`src/rtl/mist_video_syncout_if.sv`:
```
// Video bus between the blend stages and the VGA output stage: raw core video in, pin-ready video out.
// Flow control: no valid/ready pair; ce_pix is the only qualifier, and a pixel is taken on each clk_sys edge where ce_pix=1.
interface mist_video_syncout_if #(
    parameter int COLOR_DEPTH = 6,
    parameter int OUT_DEPTH   = 6
) ();
    logic                   ce_pix;
    logic [1:0]             mode;
    logic [COLOR_DEPTH-1:0] R;
    logic [COLOR_DEPTH-1:0] G;
    logic [COLOR_DEPTH-1:0] B;
    logic                   HBlank;
    logic                   VBlank;
    logic                   HSync;
    logic                   VSync;
    logic [OUT_DEPTH-1:0]   VGA_R;
    logic [OUT_DEPTH-1:0]   VGA_G;
    logic [OUT_DEPTH-1:0]   VGA_B;
    logic                   VGA_HS;
    logic                   VGA_VS;
    logic                   h_pol;
    logic                   v_pol;
    logic                   sync_valid;

    modport master (
        output ce_pix, mode, R, G, B, HBlank, VBlank, HSync, VSync,
        input  VGA_R, VGA_G, VGA_B, VGA_HS, VGA_VS, h_pol, v_pol, sync_valid
    );

    modport slave (
        input  ce_pix, mode, R, G, B, HBlank, VBlank, HSync, VSync,
        output VGA_R, VGA_G, VGA_B, VGA_HS, VGA_VS, h_pol, v_pol, sync_valid
    );
endinterface

```
`src/rtl/mist_video_syncout.sv`:
```
// VGA output stage: depth conversion, blanking, aligned delay pipe, sync polarity
// auto-detection and normalisation to active-low separate or composite sync.
module mist_video_syncout_pol_det #(
    parameter int CNT_W = 12
) (
    input  logic clk,
    input  logic rst_n,
    input  logic level,
    input  logic rise,
    input  logic fall,
    input  logic inc,
    output logic pol,
    output logic done
);
    localparam logic [CNT_W-1:0] CNT_MAX = '1;

    logic [CNT_W-1:0] hi_cnt, lo_cnt, hi_len, lo_len;
    logic             armed, got_hi, got_lo;

    // The first edge after reset only arms the detector, so a phase cut short by reset is never judged.
    always_ff @(posedge clk or negedge rst_n) begin
        if (!rst_n) begin
            hi_cnt <= '0;
            lo_cnt <= '0;
            hi_len <= '0;
            lo_len <= '0;
            armed  <= 1'b0;
            got_hi <= 1'b0;
            got_lo <= 1'b0;
            pol    <= 1'b0;
            done   <= 1'b0;
        end else begin
            if (inc && level && hi_cnt != CNT_MAX) hi_cnt <= hi_cnt + 1'b1;
            if (inc && !level && lo_cnt != CNT_MAX) lo_cnt <= lo_cnt + 1'b1;
            if (got_hi && got_lo) begin
                if (lo_len != hi_len) pol <= (lo_len > hi_len);
                done   <= 1'b1;
                got_hi <= 1'b0;
                got_lo <= 1'b0;
            end
            if (fall) begin
                hi_len <= hi_cnt;
                hi_cnt <= '0;
                got_hi <= armed;
                armed  <= 1'b1;
            end
            if (rise) begin
                lo_len <= lo_cnt;
                lo_cnt <= '0;
                got_lo <= armed;
                armed  <= 1'b1;
            end
        end
    end
endmodule

module mist_video_syncout #(
    parameter int COLOR_DEPTH = 6,
    parameter int OUT_DEPTH   = 6,
    parameter int DELAY       = 1,
    parameter int HCNT_W      = 12,
    parameter int VCNT_W      = 10,
    parameter int USE_BLANKS  = 0
) (
    input logic                  clk_sys,
    input logic                  reset_n,
    mist_video_syncout_if.slave  vid
);
    typedef struct packed {
        logic [OUT_DEPTH-1:0] r;
        logic [OUT_DEPTH-1:0] g;
        logic [OUT_DEPTH-1:0] b;
        logic                 hs;
        logic                 vs;
    } pix_t;

    function automatic logic [OUT_DEPTH-1:0] expand(input logic [COLOR_DEPTH-1:0] c);
        logic [COLOR_DEPTH*OUT_DEPTH-1:0] rep;
        rep = {OUT_DEPTH{c}};
        return rep[COLOR_DEPTH*OUT_DEPTH-1 -: OUT_DEPTH];
    endfunction

    logic primed, hs_prev, vs_prev;
    logic h_rise, h_fall, v_rise, v_fall;
    logic h_pol, v_pol, h_done, v_done, sync_valid_q;

    // primed masks the first cycle after reset so a sync already asserted is not seen as an edge.
    always_ff @(posedge clk_sys or negedge reset_n) begin
        if (!reset_n) begin
            primed       <= 1'b0;
            hs_prev      <= 1'b0;
            vs_prev      <= 1'b0;
            sync_valid_q <= 1'b0;
        end else begin
            primed       <= 1'b1;
            hs_prev      <= vid.HSync;
            vs_prev      <= vid.VSync;
            sync_valid_q <= h_done & v_done;
        end
    end

    assign h_rise = primed &  vid.HSync & ~hs_prev;
    assign h_fall = primed & ~vid.HSync &  hs_prev;
    assign v_rise = primed &  vid.VSync & ~vs_prev;
    assign v_fall = primed & ~vid.VSync &  vs_prev;

    mist_video_syncout_pol_det #(.CNT_W(HCNT_W)) u_hdet (
        .clk(clk_sys), .rst_n(reset_n), .level(vid.HSync), .rise(h_rise), .fall(h_fall),
        .inc(1'b1), .pol(h_pol), .done(h_done)
    );

    // Vertical phases are measured in lines, counted by raw HSync rising edges.
    mist_video_syncout_pol_det #(.CNT_W(VCNT_W)) u_vdet (
        .clk(clk_sys), .rst_n(reset_n), .level(vid.VSync), .rise(v_rise), .fall(v_fall),
        .inc(h_rise), .pol(v_pol), .done(v_done)
    );

    pix_t pix_in, last;
    logic blank;

    always_comb begin
        blank     = (USE_BLANKS != 0) && (vid.HBlank || vid.VBlank);
        pix_in.r  = blank ? '0 : expand(vid.R);
        pix_in.g  = blank ? '0 : expand(vid.G);
        pix_in.b  = blank ? '0 : expand(vid.B);
        pix_in.hs = vid.HSync ^ ~h_pol;
        pix_in.vs = vid.VSync ^ ~v_pol;
    end

    generate
        if (DELAY == 0) begin : g_no_delay
            assign last = pix_in;
        end else begin : g_delay
            pix_t pipe_q [DELAY];
            always_ff @(posedge clk_sys or negedge reset_n) begin
                if (!reset_n) begin
                    for (int i = 0; i < DELAY; i++) pipe_q[i] <= '0;
                end else if (vid.ce_pix) begin
                    pipe_q[0] <= pix_in;
                    for (int i = 1; i < DELAY; i++) pipe_q[i] <= pipe_q[i-1];
                end
            end
            assign last = pipe_q[DELAY-1];
        end
    endgenerate

    logic [OUT_DEPTH-1:0] r_q, g_q, b_q;
    logic                 hs_q, vs_q, csync;

    assign csync = last.hs | last.vs;

    always_ff @(posedge clk_sys or negedge reset_n) begin
        if (!reset_n) begin
            r_q  <= '0;
            g_q  <= '0;
            b_q  <= '0;
            hs_q <= 1'b1;
            vs_q <= 1'b1;
        end else if (vid.ce_pix) begin
            r_q <= last.r;
            g_q <= last.g;
            b_q <= last.b;
            case (vid.mode)
                2'd1: begin
                    hs_q <= ~csync;
                    vs_q <= 1'b1;
                end
                2'd2: begin
                    hs_q <= ~csync;
                    vs_q <= ~csync;
                end
                default: begin
                    hs_q <= ~last.hs;
                    vs_q <= ~last.vs;
                end
            endcase
        end
    end

    assign vid.VGA_R      = r_q;
    assign vid.VGA_G      = g_q;
    assign vid.VGA_B      = b_q;
    assign vid.VGA_HS     = hs_q;
    assign vid.VGA_VS     = vs_q;
    assign vid.h_pol      = h_pol;
    assign vid.v_pol      = v_pol;
    assign vid.sync_valid = sync_valid_q;
endmodule
```
`src/flat_wrapper.sv`:
```
// flat-port wrapper written by rule: the top's interface ports become plain ports
module mist_video_syncout_flat 
#(
    parameter int COLOR_DEPTH = 6,
    parameter int OUT_DEPTH   = 6,
    parameter int DELAY       = 1,
    parameter int HCNT_W      = 12,
    parameter int VCNT_W      = 10,
    parameter int USE_BLANKS  = 0
)
  (clk_sys, reset_n, vid_ce_pix, vid_mode, vid_R, vid_G, vid_B, vid_HBlank, vid_VBlank, vid_HSync, vid_VSync, vid_VGA_R, vid_VGA_G, vid_VGA_B, vid_VGA_HS, vid_VGA_VS, vid_h_pol, vid_v_pol, vid_sync_valid);
  mist_video_syncout_if #(.COLOR_DEPTH(COLOR_DEPTH), .OUT_DEPTH(OUT_DEPTH)) vid_i ();
  input logic clk_sys;
  input logic reset_n;
  input wire logic [$bits(vid_i.ce_pix)-1:0] vid_ce_pix;
  input wire logic [$bits(vid_i.mode)-1:0] vid_mode;
  input wire logic [$bits(vid_i.R)-1:0] vid_R;
  input wire logic [$bits(vid_i.G)-1:0] vid_G;
  input wire logic [$bits(vid_i.B)-1:0] vid_B;
  input wire logic [$bits(vid_i.HBlank)-1:0] vid_HBlank;
  input wire logic [$bits(vid_i.VBlank)-1:0] vid_VBlank;
  input wire logic [$bits(vid_i.HSync)-1:0] vid_HSync;
  input wire logic [$bits(vid_i.VSync)-1:0] vid_VSync;
  output wire logic [$bits(vid_i.VGA_R)-1:0] vid_VGA_R;
  output wire logic [$bits(vid_i.VGA_G)-1:0] vid_VGA_G;
  output wire logic [$bits(vid_i.VGA_B)-1:0] vid_VGA_B;
  output wire logic [$bits(vid_i.VGA_HS)-1:0] vid_VGA_HS;
  output wire logic [$bits(vid_i.VGA_VS)-1:0] vid_VGA_VS;
  output wire logic [$bits(vid_i.h_pol)-1:0] vid_h_pol;
  output wire logic [$bits(vid_i.v_pol)-1:0] vid_v_pol;
  output wire logic [$bits(vid_i.sync_valid)-1:0] vid_sync_valid;
  assign vid_i.ce_pix = vid_ce_pix;
  assign vid_i.mode = vid_mode;
  assign vid_i.R = vid_R;
  assign vid_i.G = vid_G;
  assign vid_i.B = vid_B;
  assign vid_i.HBlank = vid_HBlank;
  assign vid_i.VBlank = vid_VBlank;
  assign vid_i.HSync = vid_HSync;
  assign vid_i.VSync = vid_VSync;
  assign vid_VGA_R = vid_i.VGA_R;
  assign vid_VGA_G = vid_i.VGA_G;
  assign vid_VGA_B = vid_i.VGA_B;
  assign vid_VGA_HS = vid_i.VGA_HS;
  assign vid_VGA_VS = vid_i.VGA_VS;
  assign vid_h_pol = vid_i.h_pol;
  assign vid_v_pol = vid_i.v_pol;
  assign vid_sync_valid = vid_i.sync_valid;
  mist_video_syncout #(.COLOR_DEPTH(COLOR_DEPTH), .OUT_DEPTH(OUT_DEPTH), .DELAY(DELAY), .HCNT_W(HCNT_W), .VCNT_W(VCNT_W), .USE_BLANKS(USE_BLANKS)) u_core (.clk_sys(clk_sys), .reset_n(reset_n), .vid(vid_i));
endmodule
```
`config.mk`:
```
export PLATFORM = sky130hd
export DESIGN_NAME = mist_video_syncout_flat
export DESIGN_NICKNAME = d
export VERILOG_FILES = /design/src/rtl/mist_video_syncout_if.sv /design/src/rtl/mist_video_syncout.sv /design/src/flat_wrapper.sv
export SDC_FILE = /design/constraint.sdc
export NUM_CORES = 1
export LEC_CHECK = 0
export ABC_AREA = 1
export CORE_ASPECT_RATIO = 1.25
export CORE_UTILIZATION = 53
export DETAILED_ROUTE_END_ITERATION = 8
export GPL_TIMING_DRIVEN = 0
export PLACE_DENSITY = 0.8
export SYNTH_ARGS = -nofsm -noshare
export SYNTH_HDL_FRONTEND = slang
export SYNTH_HIERARCHICAL = 1
export SYNTH_SLANG_ARGS = --single-unit
export TNS_END_PERCENT = 1
```
`constraint.sdc`:
```
create_clock -name clk_sys -period 1.5 [get_ports clk_sys]
set_input_delay 0.375 -clock clk_sys [delete_from_list [all_inputs] [get_ports clk_sys]]
set_output_delay 0.375 -clock clk_sys [all_outputs]
set_load 0.01 [all_outputs]
```
-- Word-level counts from Yosys, hierarchy flattened
Cells that the tools add are included.
- output and inout bits: 23
- logic and storage cells: 110
- bits of input ports: 27
- register bits after elaboration: 142
- bitwise gates (word level): 21
- eq/ne operators: 8
- multiplexer cells: 20
- reductions and logical operators: 23
- order comparisons: 2
- $add $sub $neg: 4
- operators by type and width (operator ; count):
    two-way mux 12 bit ; 4
    two-way mux 10 bit ; 4
    adder 12 x 1 -> 12 bit, second input constant ; 2
    inequality test 12 bit, second input constant ; 2
    adder 10 x 1 -> 10 bit, second input constant ; 2
    inequality test 10 bit, second input constant ; 2
    nonzero test 2 bit ; 10
    > comparator 12 bit ; 1
    inequality test 12 bit ; 1
    two-way mux 1 bit ; 11
    > comparator 10 bit ; 1
    inequality test 10 bit ; 1
    AND 1 bit ; 9
    inverter 1 bit ; 9
    logical AND 1 bit ; 8
    AND reduction 2 bit ; 2
    == test 2 x 1 -> 1 bit, second input constant ; 1
    == test 2 bit, second input constant ; 1
    logical NOT 1 bit ; 2
    case mux 1 bit (2 select lines) ; 1
    OR reduction 2 bit ; 1
    bitwise XOR 1 bit ; 2
    OR 1 bit ; 1

-- Logic depth before layout (Yosys ltp)
- word-level depth: 6
- mapped depth: 10
- gate-level depth less buffers: 10

-- Cells and area by module
Netlist, hierarchy kept.
- by module, submodules not included (module ; area an instance (µm²) ; times used ; cells an instance ; sequential area each (µm²)):
    mist_video_syncout_pol_det (u_core.u_hdet) ; 2865.2 ; 1 ; 368 ; 1326.3
    mist_video_syncout_pol_det (u_core.u_vdet) ; 2446.1 ; 1 ; 313 ; 1126.1
    mist_video_syncout ; 1744.2 ; 1 ; 190 ; 1103.6

-- Worst setup path after synthesis
OpenSTA, ideal clock, no wires.
- path type: reg2reg
- start point: register u_core.u_hdet.lo_cnt[0]
- end point: register u_core.u_hdet.lo_cnt[6]
- setup time: 0.118 ns
- arrival: 1.304 ns
- slack: 0.078 ns
- cell stages (with the launch flop): 11
- period minus slack after synthesis: 1.422 ns
- path through: dfrtp_1 -> ha_1 -> nand2_1 -> nor2_2 -> nand3_2 -> nand2_4 -> nand2_4 -> clkinv_2 -> buf_8 -> nand2_1 -> o21ai_2
- word-level cells in the longest chain between the ends: 3
- elaborated cells between the ends (all ways): 6
- RTL lines (what ; RTL line ; RTL):
    start, declared ; mist_video_syncout.sv:17 ; logic [CNT_W-1:0] hi_cnt, lo_cnt, hi_len, lo_len;
    start signal, assigned ; mist_video_syncout.sv:34 ; if (inc && !level && lo_cnt != CNT_MAX) lo_cnt <= lo_cnt + 1'b1;
    adder 12 x 1 -> 12 bit / inequality test 12 bit (equally long branches) ; mist_video_syncout.sv:34 ;
    two-way mux 12 bit / logical AND 1 bit (equally long branches) ; mist_video_syncout.sv:34 ;
    two-way mux 12 bit / nonzero test 2 bit (equally long branches) ; n/a ;
Several ways; a longest one is shown, not always the timed one. The select of a mux whose other input is x is not followed.
A chain may end at the register's enable or synchronous reset.

-- Worst setup path in the final report
- start point: register u_core.primed
- end point: register u_core.u_vdet.lo_cnt[2]
- word-level cells in the longest chain between the ends: 5
- elaborated cells between the ends (all ways): 8
- RTL lines (what ; RTL line ; RTL):
    start, declared ; mist_video_syncout.sv:83 ; logic primed, hs_prev, vs_prev;
    start signal, assigned ; mist_video_syncout.sv:90 ; primed <= 1'b0;
    start signal, assigned ; mist_video_syncout.sv:95 ; primed <= 1'b1;
    AND 1 bit (2 in a row) ; mist_video_syncout.sv:102 ; assign h_rise = primed & vid.HSync & ~hs_prev;
    named net u_core.h_rise ; mist_video_syncout.sv:84 ; logic h_rise, h_fall, v_rise, v_fall;
    logical AND 1 bit (2 in a row) ; mist_video_syncout.sv:34 ;
    nonzero test 2 bit (no line) ; n/a ;
    end signal, assigned ; mist_video_syncout.sv:34 ;
    end, declared ; mist_video_syncout.sv:17 ;
The timed path passes the listed nets, and every way through them passes these cells.

==> flow_summary.ini <==
[floorplanning]
core_area_um2 = 12800
dieArea_um2 = 13800
fp.dieH_um = 131
rows = 46
die_x_um = 105
start_util = 0.550
top_level_ports = 50

[logic_synthesis]
yosysWarnings = 6
ys.flop_type = dfrtp_1
syn_area_um2 = 7060
synthArstFlopShare = 1.00
postSynthCellCount = 871
avgSynthCellArea_um2 = 8.10
ys_ff_latch = 142
synth_cell_types = 34
ys_seq_area_frac = 0.504
synth_edf_count = 0

[place]
hpwl_um = 10300
place_congestion = 0.843
io_buffer_count = 47
dp.cells = 1089

[setup_path]
r2r_cells = 8
crit_path_start_kind = flip-flop
cp-end-kind = flip-flop
cp_common_cell = nand2_2
cpMaxStageDelayCell = dfrtp_2
critPathMaxFanout = 10
path_cells = nand2_2, nor2_4, inv_1, nor2_2, nand2_2, buf_6, nand3_1, o21ai_0
critPathMaxStageDelay_ns = 0.40
required_ns = 1.78
critPathArrivalTime_ns = 1.78
critical_path_class = flip-flop to flip-flop

[run_status]
violations = negative hold slack, negative setup slack
status = finished, violations left

[final_layout]
regArea_um2 = 3560
fill_cells = 985
drive_above_1_share = 0.133
fin_nets = 1009
final-instance-count-excl-fill = 1135
utilization = 0.668
multi_input_area_um2 = 3070
area_growth_pct = 21.5
antennaDiodeCount = 0

[global_routing]
first_global_vias = 5532
track_usage = 0.235
grt_pass1_wl_um = 25500
antenna_found_initial = 0
grt_max_degree = 85
grt_overflow = 0

[detailed_routing]
drtPass1Iterations = 6
drc = 0
vias = 5841
wirelength_um = 15500
wl_per_cell_um = 13.7
drt-vias-per-instance = 5.15
final_antenna_net_count = 0
drt_iter0_drc = 360

[power_and_ir_drop]
pwr-share-comb = 0.165
irDropWorstVdd_mv = 0.760
seq_power_share = 0.433
clkPwrFrac = 0.402
leakage_nw = 4.35
switching_share = 0.278
p_int_w = 0.00772
p_per_area_nw_per_um2 = 1250
switchingPower_w = 0.00297

[job]
cap_violations = 0

[clock_network]
cts_buffers = 17
cts_sinks = 142
cts_tree = done
clk_latency_ns = 0.42
clk_pin_slew_worst_paths_ns = 0.06
cts-htree-levels = 4
clock-root-buffer = clkbuf_16
clk_path_buf_depth = 2

[timing]
slew_headroom = 0.482
skew_ns = 0.00670
slew_violations = 0
hold_viol_final = 3
max_clock_freq_ghz = 0.665
rsz0062_at_grt = true
fin_crit_ns = 1.50
setup_viol = 1
period_share = 1.00
setup_ws_ns = -0.00349
tightestPinTransition_ns = 0.778
whs_ns = -0.00562
setup_tns_ns = -0.00349

[min_path]
hold_path.class = primary input to async pin
[flip-flops by register name (all words and copies together), names as in the netlist, 6 cells and up]
register               flops
u_core/vid.VGA_R           6
u_core/u_vdet/hi_cnt      10
u_core/g_delay.pipe_q     20
u_core/u_vdet/lo_cnt      10
u_core/vid.VGA_G           6
u_core/vid.VGA_B           6
u_core/u_hdet/lo_len      12
u_core/u_vdet/hi_len      10
u_core/u_hdet/hi_len      12
u_core/u_vdet/lo_len      10
u_core/u_hdet/hi_cnt      12
u_core/u_hdet/lo_cnt      12
[layout make-up]
type | instances | share of cell area
plain buffers | 24 | 0.0220
clock buffers | 20 | 0.0521
clock inverters | 12 | 0.0188
inverters | 97 | 0.0429
multi-input cells | 610 | 0.358
flip-flops and latches | 142 | 0.416
well taps | 168 | 0.0245
repair buffers | 62 | 0.0661
[worst paths after layout]
kind / from / end / slack [ns]
worst min-delay path: reset_n / u_core/u_hdet/hi_cnt[7]$_DFFE_PN0P_ / -0.006
worst max register to register: u_core/primed$_DFF_PN0_ / u_core/u_vdet/lo_cnt[2]$_DFFE_PN0P_ / -0.003
worst min register to register: u_core/vid.VGA_R[4]$_DFFE_PN0P_ / u_core/vid.VGA_R[4]$_DFFE_PN0P_ / 0.47
max in group asynchronous: reset_n / u_core/vid.VGA_VS$_DFFE_PN1P_ / 0.74
min in group clk_sys: vid_HSync / u_core/hs_prev$_DFF_PN0_ / 0.36
worst max-delay path: u_core/primed$_DFF_PN0_ / u_core/u_vdet/lo_cnt[2]$_DFFE_PN0P_ / -0.003
[routing by layer]
metal	GRT usage	share of wire	wire [um]	vias up
li1	-	-	-	2905
met1	0.279	0.42	6580	2752
met2	0.427	0.52	8050	153
met3	0.0521	0.035	544	31
met4	0.0762	0.021	333	0
met5	0	0	0	-
[cell usage after synthesis, types with 5 or more instances]
cell type  count  area, um^2
nand2_1      322        1210
dfrtp_1      140        3500
inv_1         91         342
o21ai_0       61         305
nand3_1       56         280
nor2_1        53         199
ha_1          28         350
nand4_1       17         106
xor2_1        15         131
a21oi_1       11        55.1
o21ai_1        9        45.0
buf_6          8        90.1
clkbuf_1       8        30.0
nor2_2         7        43.8
or2_2          7        43.8
buf_2          5        25.0
[power by group through the flow]
| stage | clock, W | sequential [W] | combinational [W] |
|---|---|---|---|
| 2_1_floorplan | 0 | 0.00464 | 0.000945 |
| 3_3_place_gp | 0 | 0.00468 | 0.00150 |
| 3_5_place_dp | 0 | 0.00469 | 0.00159 |
| 4_1_cts | 0.00437 | 0.00463 | 0.00159 |
| 5_1_grt | 0.00453 | 0.00468 | 0.00199 |
| 6_report | 0.00430 | 0.00463 | 0.00176 |
[kinds of logic after synthesis]
group,share of synthesized area
flops,0.504
simple gates,0.285
other cells,0.000531
compound gates,0.0631
mux,0.00142
buf+inv,0.0764
xor+xnor,0.0199
fa+ha+maj,0.0497
[critical path, delay by kind of cell, from the launching register on]
kind            cells  cell delay, ns
compound gates      1            0.11
buf+inv             2            0.25
simple gates        5            0.61
flops               1            0.40
[metrics by stage]
step           total power [W]  instance area, um^2  setup WS, ns
2_1_floorplan          0.00559                 7060        0.0783
3_3_place_gp           0.00618                 7740         -5.48
3_5_place_dp           0.00628                 7770        -0.953
4_1_cts                 0.0106                 8410       0.00263
5_1_grt                 0.0112                 8570       -0.0723
6_report                0.0107                 8570      -0.00349
[placed cells by master, fill, tap and decap left out, types with 3 or more instances in the layout]
| cell | synthesis | routed |
|---|---|---|
| a21o_1 | 3 | 3 |
| a21oi_1 | 11 | 11 |
| buf_2 | 5 | 4 |
| buf_4 | 1 | 20 |
| buf_6 | 8 | 9 |
| bufinv_16 | 0 | 3 |
| clkbuf_1 | 8 | 6 |
| clkbuf_16 | 0 | 17 |
| clkbuf_2 | 0 | 3 |
| clkdlybuf4s50_1 | 0 | 21 |
| clkinv_2 | 3 | 4 |
| clkinv_4 | 0 | 3 |
| clkinvlp_4 | 0 | 3 |
| conb_1 | 1 | 3 |
| dfrtp_1 | 140 | 133 |
| dfrtp_2 | 0 | 7 |
| dlygate4sd2_1 | 0 | 19 |
| ha_1 | 28 | 24 |
| inv_1 | 91 | 90 |
| inv_2 | 3 | 4 |
| nand2_1 | 322 | 319 |
| nand2_2 | 2 | 4 |
| nand2_4 | 4 | 5 |
| nand3_1 | 56 | 54 |
| nand3_2 | 4 | 6 |
| nand4_1 | 17 | 17 |
| nor2_1 | 53 | 45 |
| nor2_2 | 7 | 10 |
| nor2_4 | 0 | 5 |
| o21ai_0 | 61 | 60 |
| o21ai_1 | 9 | 10 |
| or2_2 | 7 | 7 |
| xor2_1 | 15 | 15 |
[what timing repair did]
item / 4_1_cts / 5_1_grt
endpoints found under the hold margin: 0 / 0
endpoints found under the setup margin: 105 / 74
hold buffers: 0 / 0
pin swaps: 2 / 3
buffers inserted: 1 / 13
resized for setup: 55 / 33
Power figures use the tool's default switching activity.
